## config.mk

```make
export PLATFORM = sky130hd
export DESIGN_NAME = divacc
export DESIGN_NICKNAME = d
export VERILOG_FILES = /design/src/rtl/divacc.sv
export SDC_FILE = /design/constraint.sdc
export NUM_CORES = 1
export LEC_CHECK = 0
export BUFFER_PORTS_ARGS = -buffer_cell sky130_fd_sc_hd__buf_2
export CORE_ASPECT_RATIO = 0.75
export CORE_MARGIN = 4
export CORE_UTILIZATION = 25
export CTS_BUF_LIST = sky130_fd_sc_hd__clkbuf_16
export CTS_CLUSTER_SIZE = 40
export DETAILED_ROUTE_END_ITERATION = 10
export SYNTH_ARGS = -nofsm -noshare
export SYNTH_HDL_FRONTEND = slang
export SYNTH_SLANG_ARGS = --single-unit
export TNS_END_PERCENT = 10
```

## constraint.sdc

```tcl
create_clock -name clk -period 1.8 [get_ports clk]
set_clock_uncertainty 0.1 [all_clocks]
set_input_delay 0.27 -clock clk [delete_from_list [all_inputs] [get_ports clk]]
set_output_delay 0.27 -clock clk [all_outputs]
set_load 0.01 [all_outputs]
```

## src/rtl/divacc.sv

```systemverilog
// Accumulating unsigned divider. The accumulator can be loaded, or divided in place
// by x using a restoring divider that handles one quotient bit per cycle.
// Quotient and remainder land in the accumulator and rem together, so they update
// at the same moment.
module divacc #(
  parameter int unsigned WIDTH = 8
) (
  input  logic             clk,
  input  logic             reset,
  input  logic             en,
  input  logic             load,
  input  logic [WIDTH-1:0] x,
  output logic [WIDTH-1:0] out,
  output logic [WIDTH-1:0] rem,
  output logic             busy,
  output logic             divzero
);

  localparam int unsigned CntW = (WIDTH > 1) ? $clog2(WIDTH) : 1;
  localparam logic [CntW-1:0] LastCnt = CntW'(WIDTH - 1);

  typedef enum logic [1:0] {StIdle, StDiv, StCommit} state_e;

  state_e          state_q;
  logic [WIDTH-1:0] acc_q;
  // Dividend shifts out at the MSB while quotient bits shift in at the LSB, so after
  // WIDTH steps this register holds the quotient.
  logic [WIDTH-1:0] dvd_q;
  logic [WIDTH-1:0] dvs_q;
  logic [WIDTH-1:0] prem_q;
  logic [CntW-1:0]  cnt_q;

  logic [WIDTH:0]   shifted;
  logic [WIDTH:0]   diff;
  logic             take;
  logic             unused_diff_msb;

  // One restoring step: shift in the next dividend bit, then try to subtract.
  always_comb begin
    shifted = {prem_q, dvd_q[WIDTH-1]};
    diff    = shifted - {1'b0, dvs_q};
    take    = (shifted >= {1'b0, dvs_q});
  end

  // After a successful subtract the difference is below the divisor, so its MSB is 0.
  assign unused_diff_msb = diff[WIDTH];

  assign busy = (state_q != StIdle);

  // Control FSM with the accumulator, outputs and divider datapath.
  always_ff @(posedge clk) begin
    if (reset) begin
      state_q <= StIdle;
      acc_q   <= WIDTH'(1);
      out     <= WIDTH'(1);
      rem     <= '0;
      divzero <= 1'b0;
      dvd_q   <= '0;
      dvs_q   <= '0;
      prem_q  <= '0;
      cnt_q   <= '0;
    end else begin
      unique case (state_q)
        StIdle: begin
          if (load) begin
            acc_q <= x;
            out   <= x;
            rem   <= '0;
          end else if (en) begin
            if (x == '0) begin
              divzero <= 1'b1;
            end else begin
              dvd_q   <= acc_q;
              dvs_q   <= x;
              prem_q  <= '0;
              cnt_q   <= '0;
              state_q <= StDiv;
            end
          end
        end
        StDiv: begin
          prem_q <= take ? diff[WIDTH-1:0] : shifted[WIDTH-1:0];
          dvd_q  <= {dvd_q[WIDTH-2:0], take};
          cnt_q  <= cnt_q + 1'b1;
          if (cnt_q == LastCnt) begin
            state_q <= StCommit;
          end
        end
        StCommit: begin
          acc_q   <= dvd_q;
          out     <= dvd_q;
          rem     <= prem_q;
          state_q <= StIdle;
        end
        default: state_q <= StIdle;
      endcase
    end
  end

endmodule

```

==> flow_summary_export.csv <==
group,metric,value,unit
die,dieArea,11200,sq um
synth,ys_types,46,
die,io_pins,30,
worst_setup_path,crit_path_start_kind,"flip-flop",
global_routing,antenna_found_initial,0,
cells_and_area,fillers,927,
global_routing,grt.total_usage,12.1,%
synth,syn_avg_cell_area,8.15,sq um
worst_setup_path,startpoint,"dvs_q[6]$_SDFFE_PP0P_",
worst_hold_path,hold_path_class,"input pin to flip-flop",
route,wl_met3,407,microns
worst_setup_path,r2r_setup_slack,-200,ps
worst_setup_path,crit-reg2reg-launch,"dvs_q[6]$_SDFFE_PP0P_",
timing,finalCritPeriodShare,111,%
worst_setup_path,worst-r2r-cell-count,9,
pwr,leakagePower,1.43,nW
cts,path_clk_slew,80,ps
cts,cts.sinks,46,
cells_and_area,utilization,37.9,%
timing,layout_min_cycle_time,2000,ps
global_routing,first_global_vias,2300,
route,ant_nets,0,
status,outcome,"finished, violations left",
worst_setup_path,critPathMaxFanout,6,
route,via_per_inst,4.86,
route,first_pass_iters,4,
pwr,combPwrFrac,35.4,%
worst_setup_path,end_kind,"flip-flop",
placement,dpl.hpwl,5310,microns
status,violations,"negative setup slack",
global_routing,grt_pass1_wl,11100,microns
die,initial_core_util,26.1,%
timing,finalHoldViolCount,0,
worst_setup_path,cp.arrival,2080,ps
synth,seq_area_frac_synth,38.4,%
pwr,power.clock.fraction,29.8,%
die,row_count,30,
cts,numCtsBuffers,5,
placement,gp_congestion,0.837,
die,die_h,92.8,microns
synth,synthTopCellsByArea,"dfxtp_1 38%, nor2_1 9.7%, a21oi_1 6.1%",
cells_and_area,area_growth,45.6,%
route,vias,2455,
placement,dpl.cell_count,493,
cts,htreeDepth,2,
timing,worst_pin_slew,450,ps
timing,finalMaxSlewViolations,0,
run,max_cap_viol_count,0,
synth,ys_seq_elements,46,
cells_and_area,drive_above_1_share,39.3,%
route,m1WireLength,3520,microns
cts,holdBufCountCts,0,
cts,clock_latency,290,ps
cells_and_area,final_nets,399,
route,drc_errors,0,
cells_and_area,diodes,0,
timing,rsz0062_at_grt,"yes",
timing,finalSetupViolCount,8,
cts,cts_tree,"built",
die,die_w,121,microns
synth,synth_warnings,0,
worst_setup_path,worstReg2RegEnd,"prem_q[4]$_SDFFE_PP0P_",
timing,fmaxAchievable,500,MHz
route,highest_layer,"met4",
die,coreArea,9200,sq um
route,avgRoutedWirePerCell,14.2,microns
worst_setup_path,critPathKind,"flip-flop to flip-flop",
placement,portBuffers,29,
global_routing,grt_start_max_net_pins,36,
cells_and_area,finalNonFillerCells,505,
cts,clk_path_buf_depth,2,
synth,synthCells,294,
synth,yosysTopAreaCell,"dfxtp_1",
pwr,p_sw,0.00108,W
route,drtIter0Drc,201,
pwr,p_int,0.00218,W
worst_setup_path,required,1880,ps
pwr,power.density,933,nW/um^2
worst_setup_path,cp-endpoint,"prem_q[4]$_SDFFE_PP0P_",
pwr,p_seq_share,34.8,%
pwr,max-vdd-ir-drop,0.401,mV
timing,slew_headroom,69.9,%
pwr,switching_share,33.0,%
synth,syn-cell-area,2400,sq um
global_routing,grt_overflow,0,
cts,clock-root-buffer,"clkbuf_16",
timing,setup_ws,-199,ps
route,wl_met2,3120,microns
synth,synth_top_area_share,38.4,%
synth,synth.net_count,317,
route,routed_wl,7160,microns
worst min-delay path by stage:
stage | depth (start not counted) | from | slack [ps] | endpoint
6_report | 2 | reset | 130 | dvd_q[0]$_SDFFE_PP0P_
5_1_grt | 2 | reset | 150 | dvd_q[0]$_SDFFE_PP0P_
4_1_cts | 2 | reset | 130 | dvd_q[0]$_SDFFE_PP0P_
3_5_place_dp | 2 | divzero$_SDFFE_PP0P_ | 370 | divzero$_SDFFE_PP0P_
3_3_place_gp | 2 | divzero$_SDFFE_PP0P_ | 360 | divzero$_SDFFE_PP0P_
2_1_floorplan | 2 | x[1] | 320 | dvs_q[1]$_SDFFE_PP0P_
worst max-delay path, cell delays in order (launching register included):
cell and delay, ps:
dfxtp_1 330, inv_1 50, ha_1 320, o21ai_1 190, nand2_2 120, buf_4 150
nand2_1 140, buf_6 150, a211oi_1 70, a221o_1 270
cell type report:
cell class | count | area (sq um) | share of cell area (%)
multi-input cells | 216 | 1570 | 44.9
clock buffers | 5 | 125 | 3.59
flip-flops and latches | 46 | 933 | 26.7
repair buffers | 89 | 607 | 17.4
well taps | 128 | 160 | 4.59
inverters | 18 | 67.6 | 1.94
clock inverters | 3 | 28.8 | 0.825
per-stage QoR:
| stage | TNS [ps] | total power [W] | setup WS [ps] | area [sq um] | hold WS, ps |
|---|---|---|---|---|---|
| finish | -779 | 0.00326 | -199 | 3490 | 134 |
| global route | -1690 | 0.00341 | -275 | 3490 | 146 |
| CTS | -1020 | 0.00308 | -218 | 3330 | 133 |
| detailed placement | -1880 | 0.00208 | -321 | 3130 | 366 |
| global placement | -1860 | 0.00207 | -347 | 3130 | 360 |
| floorplan | -300 | 0.00167 | -118 | 2470 | 317 |
metal layers:
| layer | vias to the layer above | track usage [%] |
|---|---|---|
| li1 | 1224 | - |
| met1 | 1158 | 17.4 |
| met2 | 62 | 18.6 |
| met3 | 11 | 2.32 |
| met4 | 0 | 2.92 |
| met5 | - | 0 |
sequential cells by signal (all words and copies together), names as in the netlist:
signal	cells
prem_q	8
dvs_q	8
cnt_q	3
state_q	2
divzero	1
rem	8
acc_q	8
dvd_q	8
kinds of logic after synthesis:
| logic type | after synthesis | share of synthesized area (%) |
|---|---|---|
| simple gates | 105 | 20.5 |
| compound gates | 91 | 26.0 |
| flops | 46 | 38.4 |
| buf+inv | 32 | 5.43 |
| fa+ha+maj | 11 | 6.06 |
| mux | 6 | 2.51 |
| xor+xnor | 3 | 1.10 |
power by group through the flow:
stage	Sequential [W]	Clock [W]	Combinational, W
after floorplan	0.00115	0	0.000520
after global placement	0.00115	0	0.000920
after detailed placement	0.00115	0	0.000929
after CTS	0.00113	0.000985	0.000965
after global routing	0.00114	0.00101	0.00126
final	0.00113	0.000969	0.00115
synthesized netlist by cell type, drive strengths merged:
cell type	number
nor2	62
dfxtp	46
a21oi	30
inv	18
o21ai	13
a22oi	12
a211oi	11
ha	10
nand2	10
clkbuf	9
and2	7
o221a	7
mux2i	6
buf	5
nand2b	5
nand3	5
nand4	3
nor3	3
o211ai	3
or3	3
a31oi	2
a32oi	2
nor2b	2
nor4	2
o21a	2
o21bai	2
xnor2	2
a2111oi	1
a221o	1
a311o	1
a311oi	1
a32o	1
and3b	1
fa	1
o311a	1
o311ai	1
or2	1
or3b	1
xor2	1
cells in the final DEF (no fill, tap or decap), types with 2 or more instances in the layout:
cell type	Yosys	routed
nand2_1	10	8
nor3_4	1	2
a31oi_1	2	2
a22oi_1	12	12
o21ai_0	12	8
nand4_1	3	3
o21ai_2	1	2
o21bai_1	2	2
o21ai_1	0	2
nor2_2	0	3
dfxtp_2	0	7
o211ai_1	3	3
a21oi_2	1	2
a21oi_1	29	26
and2_1	6	5
or3_1	3	3
ha_1	10	4
inv_1	18	14
inv_2	0	4
ha_4	0	6
nor2_1	62	59
buf_6	1	3
buf_4	0	57
a32oi_1	2	2
nand2b_1	5	4
nor2b_1	2	2
dfxtp_1	46	38
mux2i_1	6	6
nand3_1	5	4
a21oi_4	0	2
o221a_2	7	7
buf_2	2	29
xnor2_1	2	2
a211oi_1	11	10
nor4_1	2	2
clkbuf_16	0	5
timing repair:
action / in CTS / in global routing
resized for setup: 12 / 28
hold endpoints to repair: 0 / 0
pin swaps: 11 / 15
endpoints found under the setup margin: 13 / 21
buffers inserted: 2 / 2
Note: power is estimated with default switching activity, not from simulation.
